`src/rtl/sram1024x18_port_arbiter.sv`:
```
// sram1024x18_port_arbiter: round-robin share of one sram1024x18 port between two requesters, with a power-on clear sweep
module sram1024x18_port_arbiter #(
  parameter int DEPTH = 1024,
  parameter int AW = 10,
  parameter int DW = 18,
  parameter bit INIT_EN = 1'b1,
  parameter logic [DW-1:0] INIT_VALUE = '0
) (
  input  logic          clk,
  input  logic          rst,
  input  logic          req0_valid,
  output logic          req0_ready,
  input  logic          req0_we,
  input  logic [AW-1:0] req0_addr,
  input  logic [DW-1:0] req0_wmsk,
  input  logic [DW-1:0] req0_wdata,
  input  logic          req1_valid,
  output logic          req1_ready,
  input  logic          req1_we,
  input  logic [AW-1:0] req1_addr,
  input  logic [DW-1:0] req1_wmsk,
  input  logic [DW-1:0] req1_wdata,
  output logic          resp0_valid,
  output logic [DW-1:0] resp0_rdata,
  output logic          resp1_valid,
  output logic [DW-1:0] resp1_rdata,
  output logic          init_done,
  output logic          sram_cen,
  output logic          sram_wen,
  output logic [AW-1:0] sram_addr,
  output logic [DW-1:0] sram_wmsk,
  output logic [DW-1:0] sram_wdata,
  input  logic [DW-1:0] sram_rdata
);
  typedef enum logic {CLEAR, RUN} state_t;
  state_t state_q, state_d;
  logic [AW-1:0] c_q, c_d, addr_q, addr_d, addr_s;
  logic [DW-1:0] wmsk_q, wmsk_d, wdata_q, wdata_d, wmsk_s, wdata_s, rd;
  logic [DW-1:0] resp0_rdata_q, resp0_rdata_d, resp1_rdata_q, resp1_rdata_d;
  logic prio_q, prio_d, init_done_q, init_done_d, cen_q, cen_d, wen_q, wen_d;
  logic t1_v_q, t1_v_d, t1_id_q, t1_id_d, t1_oor_q, t1_oor_d;
  logic t2_v_q, t2_v_d, t2_id_q, t2_id_d, t2_oor_q, t2_oor_d;
  logic resp0_valid_q, resp0_valid_d, resp1_valid_q, resp1_valid_d;
  logic g0, g1, acc0, acc1, acc, we_s, oor;
  // prio_q=0 means requester 0 wins a tie
  assign g0 = req0_valid && (!req1_valid || !prio_q);
  assign g1 = req1_valid && (!req0_valid || prio_q);
  assign req0_ready = state_q == RUN && g0;
  assign req1_ready = state_q == RUN && g1;
  assign acc0 = req0_valid && req0_ready;
  assign acc1 = req1_valid && req1_ready;
  assign acc = acc0 || acc1;
  assign we_s = acc1 ? req1_we : req0_we;
  assign addr_s = acc1 ? req1_addr : req0_addr;
  assign wmsk_s = acc1 ? req1_wmsk : req0_wmsk;
  assign wdata_s = acc1 ? req1_wdata : req0_wdata;
  assign oor = 32'(addr_s) >= DEPTH;
  // out-of-range reads skip the sram and return zero at the normal latency
  assign rd = t2_oor_q ? '0 : sram_rdata;
  always_comb begin
    state_d = state_q;
    c_d = c_q;
    prio_d = acc ? acc0 : prio_q;
    init_done_d = state_q == RUN;
    cen_d = 1'b1;
    wen_d = 1'b1;
    addr_d = addr_q;
    wmsk_d = wmsk_q;
    wdata_d = wdata_q;
    if (state_q == CLEAR) begin
      cen_d = 1'b0;
      wen_d = 1'b0;
      addr_d = c_q;
      wmsk_d = '0;
      wdata_d = INIT_VALUE;
      c_d = c_q + 1'b1;
      state_d = c_q == AW'(DEPTH - 1) ? RUN : CLEAR;
    end else if (acc) begin
      cen_d = oor;
      wen_d = ~we_s;
      addr_d = addr_s;
      wmsk_d = wmsk_s;
      wdata_d = wdata_s;
    end
    t1_v_d = acc && !we_s;
    t1_id_d = acc1;
    t1_oor_d = oor;
    t2_v_d = t1_v_q;
    t2_id_d = t1_id_q;
    t2_oor_d = t1_oor_q;
    resp0_valid_d = t2_v_q && !t2_id_q;
    resp1_valid_d = t2_v_q && t2_id_q;
    resp0_rdata_d = resp0_valid_d ? rd : resp0_rdata_q;
    resp1_rdata_d = resp1_valid_d ? rd : resp1_rdata_q;
  end
  always_ff @(posedge clk) begin
    if (rst) begin
      state_q <= INIT_EN ? CLEAR : RUN;
      c_q <= '0;
      prio_q <= 1'b0;
      init_done_q <= 1'b0;
      cen_q <= 1'b1;
      wen_q <= 1'b1;
      addr_q <= '0;
      wmsk_q <= '1;
      wdata_q <= '0;
      t1_v_q <= 1'b0;
      t1_id_q <= 1'b0;
      t1_oor_q <= 1'b0;
      t2_v_q <= 1'b0;
      t2_id_q <= 1'b0;
      t2_oor_q <= 1'b0;
      resp0_valid_q <= 1'b0;
      resp1_valid_q <= 1'b0;
      resp0_rdata_q <= '0;
      resp1_rdata_q <= '0;
    end else begin
      state_q <= state_d;
      c_q <= c_d;
      prio_q <= prio_d;
      init_done_q <= init_done_d;
      cen_q <= cen_d;
      wen_q <= wen_d;
      addr_q <= addr_d;
      wmsk_q <= wmsk_d;
      wdata_q <= wdata_d;
      t1_v_q <= t1_v_d;
      t1_id_q <= t1_id_d;
      t1_oor_q <= t1_oor_d;
      t2_v_q <= t2_v_d;
      t2_id_q <= t2_id_d;
      t2_oor_q <= t2_oor_d;
      resp0_valid_q <= resp0_valid_d;
      resp1_valid_q <= resp1_valid_d;
      resp0_rdata_q <= resp0_rdata_d;
      resp1_rdata_q <= resp1_rdata_d;
    end
  end
  assign init_done = init_done_q;
  assign sram_cen = cen_q;
  assign sram_wen = wen_q;
  assign sram_addr = addr_q;
  assign sram_wmsk = wmsk_q;
  assign sram_wdata = wdata_q;
  assign resp0_valid = resp0_valid_q;
  assign resp1_valid = resp1_valid_q;
  assign resp0_rdata = resp0_rdata_q;
  assign resp1_rdata = resp1_rdata_q;
endmodule
```
`config.mk`:
```
export PLATFORM = sky130hd
export DESIGN_NAME = sram1024x18_port_arbiter
export DESIGN_NICKNAME = d
export VERILOG_FILES = /design/src/rtl/sram1024x18_port_arbiter.sv
export SDC_FILE = /design/constraint.sdc
export NUM_CORES = 1
export LEC_CHECK = 0
export CAP_MARGIN = 20
export CORE_UTILIZATION = 30
export DETAILED_ROUTE_END_ITERATION = 8
export PLACE_DENSITY_LB_ADDON = 0.1
export SYNTH_ARGS = -nofsm -noshare
export SYNTH_HDL_FRONTEND = slang
export SYNTH_SLANG_ARGS = --single-unit
```
`constraint.sdc`:
```
create_clock -name clk -period 3.45 [get_ports clk]
set_input_delay 0.5175 -clock clk [delete_from_list [all_inputs] [get_ports clk]]
set_output_delay 0.5175 -clock clk [all_outputs]
set_load 0.05 [all_outputs]
```
# Yosys cells after proc, flatten, opt, wreduce, memory -nomap -nowiden
# Cells that the tools add are included.
[totals]
regBits = 103
inputBits = 116
[op_classes]
n_eq_ne = 2
n_mux = 14
n_bitwise = 2
reduce_logical = 18
addsub = 1
[ops]
columns = ["cell", "n"]
rows = [
  ["18-bit two-way mux", 4],
  ["10-bit two-way mux", 3],
  ["10-bit by 1-bit adder with 10-bit output, second input constant", 1],
  ["10-bit == test, second input constant", 1],
  ["1-bit logical AND", 9],
  ["1-bit two-way mux", 7],
  ["1-bit zero test", 5],
  ["1-bit logical OR", 3],
  ["2-bit by 1-bit != test with 1-bit output, second input constant", 1],
  ["1-bit NOT", 2],
  ["2-bit OR reduction", 1],
]

# Logic depth before layout (Yosys ltp)
# Gate-level depths: netlist of the first run.
[logic_depth]
ltp_word = 9
mapped_depth = 7
mapped_depth_nobuf = 5

# Least setup slack after synthesis of the first run
# Ideal clock, no wire load.
[synth_path]
path_kind = "flip-flop to output port"
from = "reg state_q (netlist: init_done_d)"
to = "out req0_ready"
arrival_ns = 1.844
required_time_ns = 2.932
path_stages_with_launch = 6
path_buffers = 3
setup_slack_ns = 1.089
cell_sequence = "dfxtp_1 > clkbuf_1 > buf_2 > buf_2 > nand2_1 > a21oi_1"
[synth_between]
elab_chain_len = 1
[synth_rtl]
columns = ["element", "line_no", "text"]
rows = [
  ["start: declaration", "36", "state_t state_q, state_d;"],
  ["start signal: assignment", "98", "state_q <= INIT_EN ? CLEAR : RUN;"],
  ["start signal: assignment", "118", "state_q <= state_d;"],
  ["1-bit logical AND", "48", "assign req0_ready = state_q == RUN && g0;"],
  ["end: declaration", "12", "output logic req0_ready,"],
]
# Every way passes these cells.

# Worst setup path in the final report of the first run
[layout_path]
from = "in req1_valid"
to = "out req0_ready"
[layout_between]
elab_chain_len = 4
[layout_rtl]
columns = ["element", "line_no", "text"]
rows = [
  ["start: declaration", "17", "input logic req1_valid,"],
  ["1-bit zero test", "46", "assign g0 = req0_valid && (!req1_valid || !prio_q);"],
  ["1-bit logical OR", "46", ""],
  ["1-bit logical AND", "46", ""],
  ["1-bit logical AND", "48", ""],
]
# Every way passes these cells.

==> reports/metrics.cfg, run 1 <==
[power]
power_per_cell_area_mw_per_mm2 = 388
p_leak_nw = 2.20
p_total_w = 0.00254
ir_drop_uv = 215

[layout]
fin_area_mm2 = 0.00657
final_common_cell = clkdlybuf4s50_1
area_growth_syn_to_layout_pct = 58.8
final_cell_mix = clkdlybuf4s50_1 (202), dfxtp_1 (102), nand2_1 (77)
drive_above_1_share_pct = 4.75
nets = 744
n_fill_cell = 1264
final_util_pct = 49.2
diodes = 0

[min_path]
hp-class = reg2reg
worstHoldStart = resp0_rdata[0]
whs_endpoint = resp0_rdata[0]
worstHoldPathCells = 2

[yosys]
synth_top_cell_by_area = dfxtp_1
yosysUniqueCellTypes = 35
synth_area_mm2 = 0.00413
synth_area_per_cell_um2 = 9.29
synth_seq_area_share_pct = 49.9
yosys-top-cells-area = dfxtp_1 (50%), mux2i_1 (7.3%), nand2_1 (7.0%)
yosysWarnings = 0
syn-num-nets = 562
synthesis.instances = 445
yosys_register_bits = 103
yosysTopAreaCellShare_pct = 49.9

[worst_setup_path]
critPathRequiredTime_ns = 2.93
reg2reg_to = sram_wen
crit_arrival_ns = 2.31
r2r_start = init_done_d
crit_type = in2out
r2r_cells = 4
cp-start-kind = input pin
crit_fanout = 13
reg2reg_slack_ns = 1.48
crit_path_end_kind = output port

[sta]
rsz0062_at_grt = false
fin_hold_ws_ns = 0.452
tns_ns = 0
hold_viol = 0
tightestPinTransition_ns = 0.828
max_freq_mhz = 354
setup_viol = 0
maxSlewViolCount = 0
min_period_ns = 2.83
slew_headroom_pct = 44.5
fin_crit_sh_pct = 81.9
skew_ns = 0.00866

[routing]
met1_length_mm = 5.24
via_count = 3874
met3_length_um = 835
top_layer = met4
drt_iter0_drc = 165
firstDrtPassIters = 4
postRouteAntennaNets = 0
wire_per_inst_um = 15.1
met2_wirelength_mm = 5.93
detail_route.wirelength_mm = 12.2
drc_errors = 0
vias_per_cell = 4.79

[clock_tree]
cts_made_buffers = 9
clockBufferDepth = 2
clk_latency_ns = 0.35
clkTransAtPathRegs_ns = 0.06
ctsResizeCount = 0
cts_hold_buf = 0
cts_tree = done
cts_setup_buffers = 0
cts.sinks = 103
root_buffer = clkbuf_16
htreeDepth = 3

[die]
dieHeight_um = 119
io_pins = 205
start_util_pct = 31.0
dieArea_mm2 = 0.0143
rows = 42
core_mm2 = 0.0133
die_w_um = 119

[outcome]
status = complete, no violations

[global_route]
grt_first_pass_wirelength_mm = 19.1
gr-total-overflow = 0
grt_pass1_vias = 3731
grt_usage_pct = 17.3
antenna_found_initial = 0
grt_start_max_net_pins = 56

[placement]
gp_congestion = 0.762
port_buffers = 204
placed_area_mm2 = 0.00627
place_hpwl_mm = 8.63

[job]
max_cap_violations = 0

-- synthesized netlist by cell type --
cell / count
nand4b_1: 1
buf_6: 1
a311oi_1: 1
nor3_1: 3
a31oi_1: 9
nand3_1: 3
o21ai_0: 1
nor2_2: 1
a32o_1: 18
dfxtp_1: 103
clkbuf_1: 23
or2_2: 1
nor2_1: 30
buf_2: 9
nor2b_1: 17
inv_1: 2
and2_1: 2
and3_1: 2
nor4_1: 2
buf_1: 3
o22ai_1: 10
xor2_1: 3
nand2b_1: 4
mux2i_1: 30
xnor2_1: 4
ha_1: 1
a221o_1: 18
buf_4: 2
buf_12: 2
o22a_1: 1
or3_1: 1
nand2_1: 77
a21oi_1: 41
a21boi_2: 1
a211oi_1: 18
-- flip-flops by register name, indices dropped and copies added, names as in the netlist, 10 cells and up --
signal and flops:
c_q 10, resp0_rdata 18, resp1_rdata 18, sram_addr 10
sram_wdata 18, sram_wmsk 18
-- final cells by class --
| type | instances | area [µm²] | share of cell area [%] |
|---|---|---|---|
| clock inverters | 5 | 56.3 | 0.858 |
| inverters | 2 | 7.51 | 0.114 |
| repair buffers | 211 | 2120 | 32.2 |
| well taps | 176 | 220 | 3.35 |
| flip-flops and latches | 103 | 2060 | 31.4 |
| clock buffers | 11 | 243 | 3.70 |
| multi-input cells | 300 | 1860 | 28.3 |
-- power by group --
part           switching, W  internal, W
sequential        0.0000106      0.00121
clock              0.000444     0.000583
combinational      0.000128     0.000173
total              0.000582      0.00196
-- stage by stage --
step / worst slack, ns / cells
after floorplan: 1.09 / 445
after global placement: 0.674 / 791
after detailed placement: 0.596 / 792
after CTS: 0.623 / 808
after global routing: 0.553 / 808
final: 0.625 / 808
-- critical path, cell delays in order --
cell and delay [ns]:
clkdlybuf4s50_1 0.68, a21oi_1 0.28, clkdlybuf4s50_1 0.83
-- worst max-delay path by stage --
stage	startpoint	endpoint	slack (ns)	cells after the start
global route	req1_valid	req0_ready	0.55	3
detailed placement	req1_valid	sram_addr[0]	0.60	5
global placement	req1_valid	sram_addr[2]	0.67	5
CTS	req1_valid	req0_ready	0.62	3
floorplan	init_done_d	req0_ready	1.09	5
finish	req1_valid	req0_ready	0.62	3
-- kinds of logic after synthesis --
logic type               Yosys count  share of synthesized area [%]
AO/OA/AOI/OAI                    118                           20.6
buffers and inverters             42                           5.24
flip-flops                       103                           49.9
multiplexers                      30                           7.26
AND/OR/NAND/NOR                  144                           15.2
adder cells (fa/ha/maj)            1                          0.303
XOR/XNOR                           7                           1.48
-- per-layer routing --
metal | global-route usage, % | vias to the layer above
met5 | 0 | -
met1 | 20.3 | 1796
met2 | 29.0 | 116
met3 | 6.23 | 12
li1 | - | 1950
met4 | 5.70 | 0
No activity file was read; power rests on OpenSTA's default activity.
==> run 2: changes to the inputs <==
==> constraint.sdc (replaced) <==
create_clock -name clk -period 2.6 [get_ports clk]
set_input_delay 0.39 -clock clk [delete_from_list [all_inputs] [get_ports clk]]
set_output_delay 0.39 -clock clk [all_outputs]
set_load 0.05 [all_outputs]
==> run 2 against run 1 <==
  * Clock skew is 0.0021 ns lower
  * Via count increased by 1.9%
  * Sequential cell count stayed put
  * Largest power group unchanged
  * Register-to-register slack got worse by 0.45 ns
  * Combinational power is 34% higher
  * Clock-buffer cell count grew 3
  * Largest cell class unchanged
  * Clock power grew 23%
  * Cell area increased by 0.13%
  * Core utilization grew 0.066 points
  * Critical endpoint is now req1_ready
==> reports/metrics.cfg, run 2 (synthesized netlist as in run 1, its figures left out) <==
[sta]
max_freq_mhz = 480
fin_hold_ws_ns = 0.441
tns_ns = 0
rsz0062_at_grt = false
tightestPinTransition_ns = 0.841
maxSlewViolCount = 0
min_period_ns = 2.08
setup_ws_ns = 0.517
fin_crit_sh_pct = 80.1
skew_ns = 0.00656
hold_viol = 0
slew_headroom_pct = 43.9
setup_viol = 0

[clock_tree]
cts_tree = done
cts.sinks = 103
htreeDepth = 3
cts_made_buffers = 9
clockBufferDepth = 2
cts_setup_buffers = 0
cts_hold_buf = 0
clkTransAtPathRegs_ns = 0.06
ctsResizeCount = 0
root_buffer = clkbuf_16
clk_latency_ns = 0.34

[power]
power_per_cell_area_mw_per_mm2 = 500
clockPowerShare_pct = 38.7
ir_drop_uv = 271
p_leak_nw = 2.20
switching_share_pct = 22.9
p_sw_w = 0.000753
p_comb_share_pct = 12.3
intPower_w = 0.00254
p_seq_share_pct = 49.1

[worst_setup_path]
cp-start-kind = input pin
reg2reg_slack_ns = 1.03
r2r_start = prio_q
crit_fanout = 31
crit_arrival_ns = 1.69
crit_type = in2out
reg2reg_to = sram_addr[0]
critPathRequiredTime_ns = 2.21
crit_path_end_kind = output port
r2r_cells = 5

[routing]
via_count = 3949
postRouteAntennaNets = 0
drt_iter0_drc = 124
detail_route.wirelength_mm = 12.0
drc_errors = 0
wire_per_inst_um = 14.8
vias_per_cell = 4.87
firstDrtPassIters = 4

[min_path]
whs_endpoint = t2_id_q
worstHoldStart = t1_id_q
hp-class = reg2reg
worstHoldPathCells = 1

[global_route]
grt_first_pass_wirelength_mm = 19.0
antenna_found_initial = 0
grt_pass1_vias = 3867
gr-total-overflow = 0
grt_usage_pct = 17.0
grt_start_max_net_pins = 52

[placement]
post-place-cells = 795
place_hpwl_mm = 8.63
gp_congestion = 0.738
port_buffers = 204
place_ws_ns = 0.441

[layout]
final_util_pct = 49.3
final_cells = 811
area_growth_syn_to_layout_pct = 59.0
nets = 747
final_common_cell = clkdlybuf4s50_1
drive_above_1_share_pct = 5.04
diodes = 0
final_cell_mix = clkdlybuf4s50_1 (201), dfxtp_1 (102), nand2_1 (77)

[die]
rows = 42
core_mm2 = 0.0133
start_util_pct = 31.0
die_w_um = 119
dieArea_mm2 = 0.0143
io_pins = 205
dieHeight_um = 119

[outcome]
status = complete, no violations

[job]
max_cap_violations = 0

-- run 2: power groups by stage --
stage	sequential [W]	combinational, W	clock, W
after floorplan	0.00172	0.0000946	0
final	0.00161	0.000403	0.00127
after global routing	0.00162	0.000428	0.00138
after CTS	0.00161	0.000407	0.00132
after detailed placement	0.00165	0.000405	0
after global placement	0.00165	0.000402	0
-- run 2: per-stage QoR --
stage	power, W	cell area, µm²
floorplan	0.00181	4130
global placement	0.00205	6290
finish	0.00329	6570
CTS	0.00334	6570
global route	0.00343	6570
detailed placement	0.00206	6290
-- run 2: layout make-up --
class                   count  area, µm²
multi-input cells         300       1860
inverters                   2       7.51
repair buffers            214       2140
clock buffers              14        264
clock inverters             2       15.0
well taps                 176        220
fillers                  1269       6770
flip-flops and latches    103       2060
-- run 2: routing by layer --
metal / global-route usage (%) / vias to the layer above / routed length (µm)
li1: - / 1966 / -
met1: 19.6 / 1842 / 5020
met2: 29.2 / 122 / 5890
met3: 4.65 / 19 / 822
met4: 7.50 / 0 / 274
met5: 0 / - / 0
-- run 2: critical path: stages --
cell and delay, ns:
clkdlybuf4s50_1 0.56, nand2b_1 0.10, and3_2 0.24, buf_12 0.18, buf_12 0.18
-- run 2: worst max-delay path by stage --
stage	start	endpoint	slack [ns]	cells after the start
CTS	req1_valid	req1_ready	0.53	4
finish	req0_valid	req1_ready	0.52	5
global route	req1_valid	req1_ready	0.47	4
detailed placement	req1_valid	sram_addr[2]	0.44	5
global placement	req1_valid	sram_addr[2]	0.49	5
floorplan	init_done_d	req0_ready	0.37	5
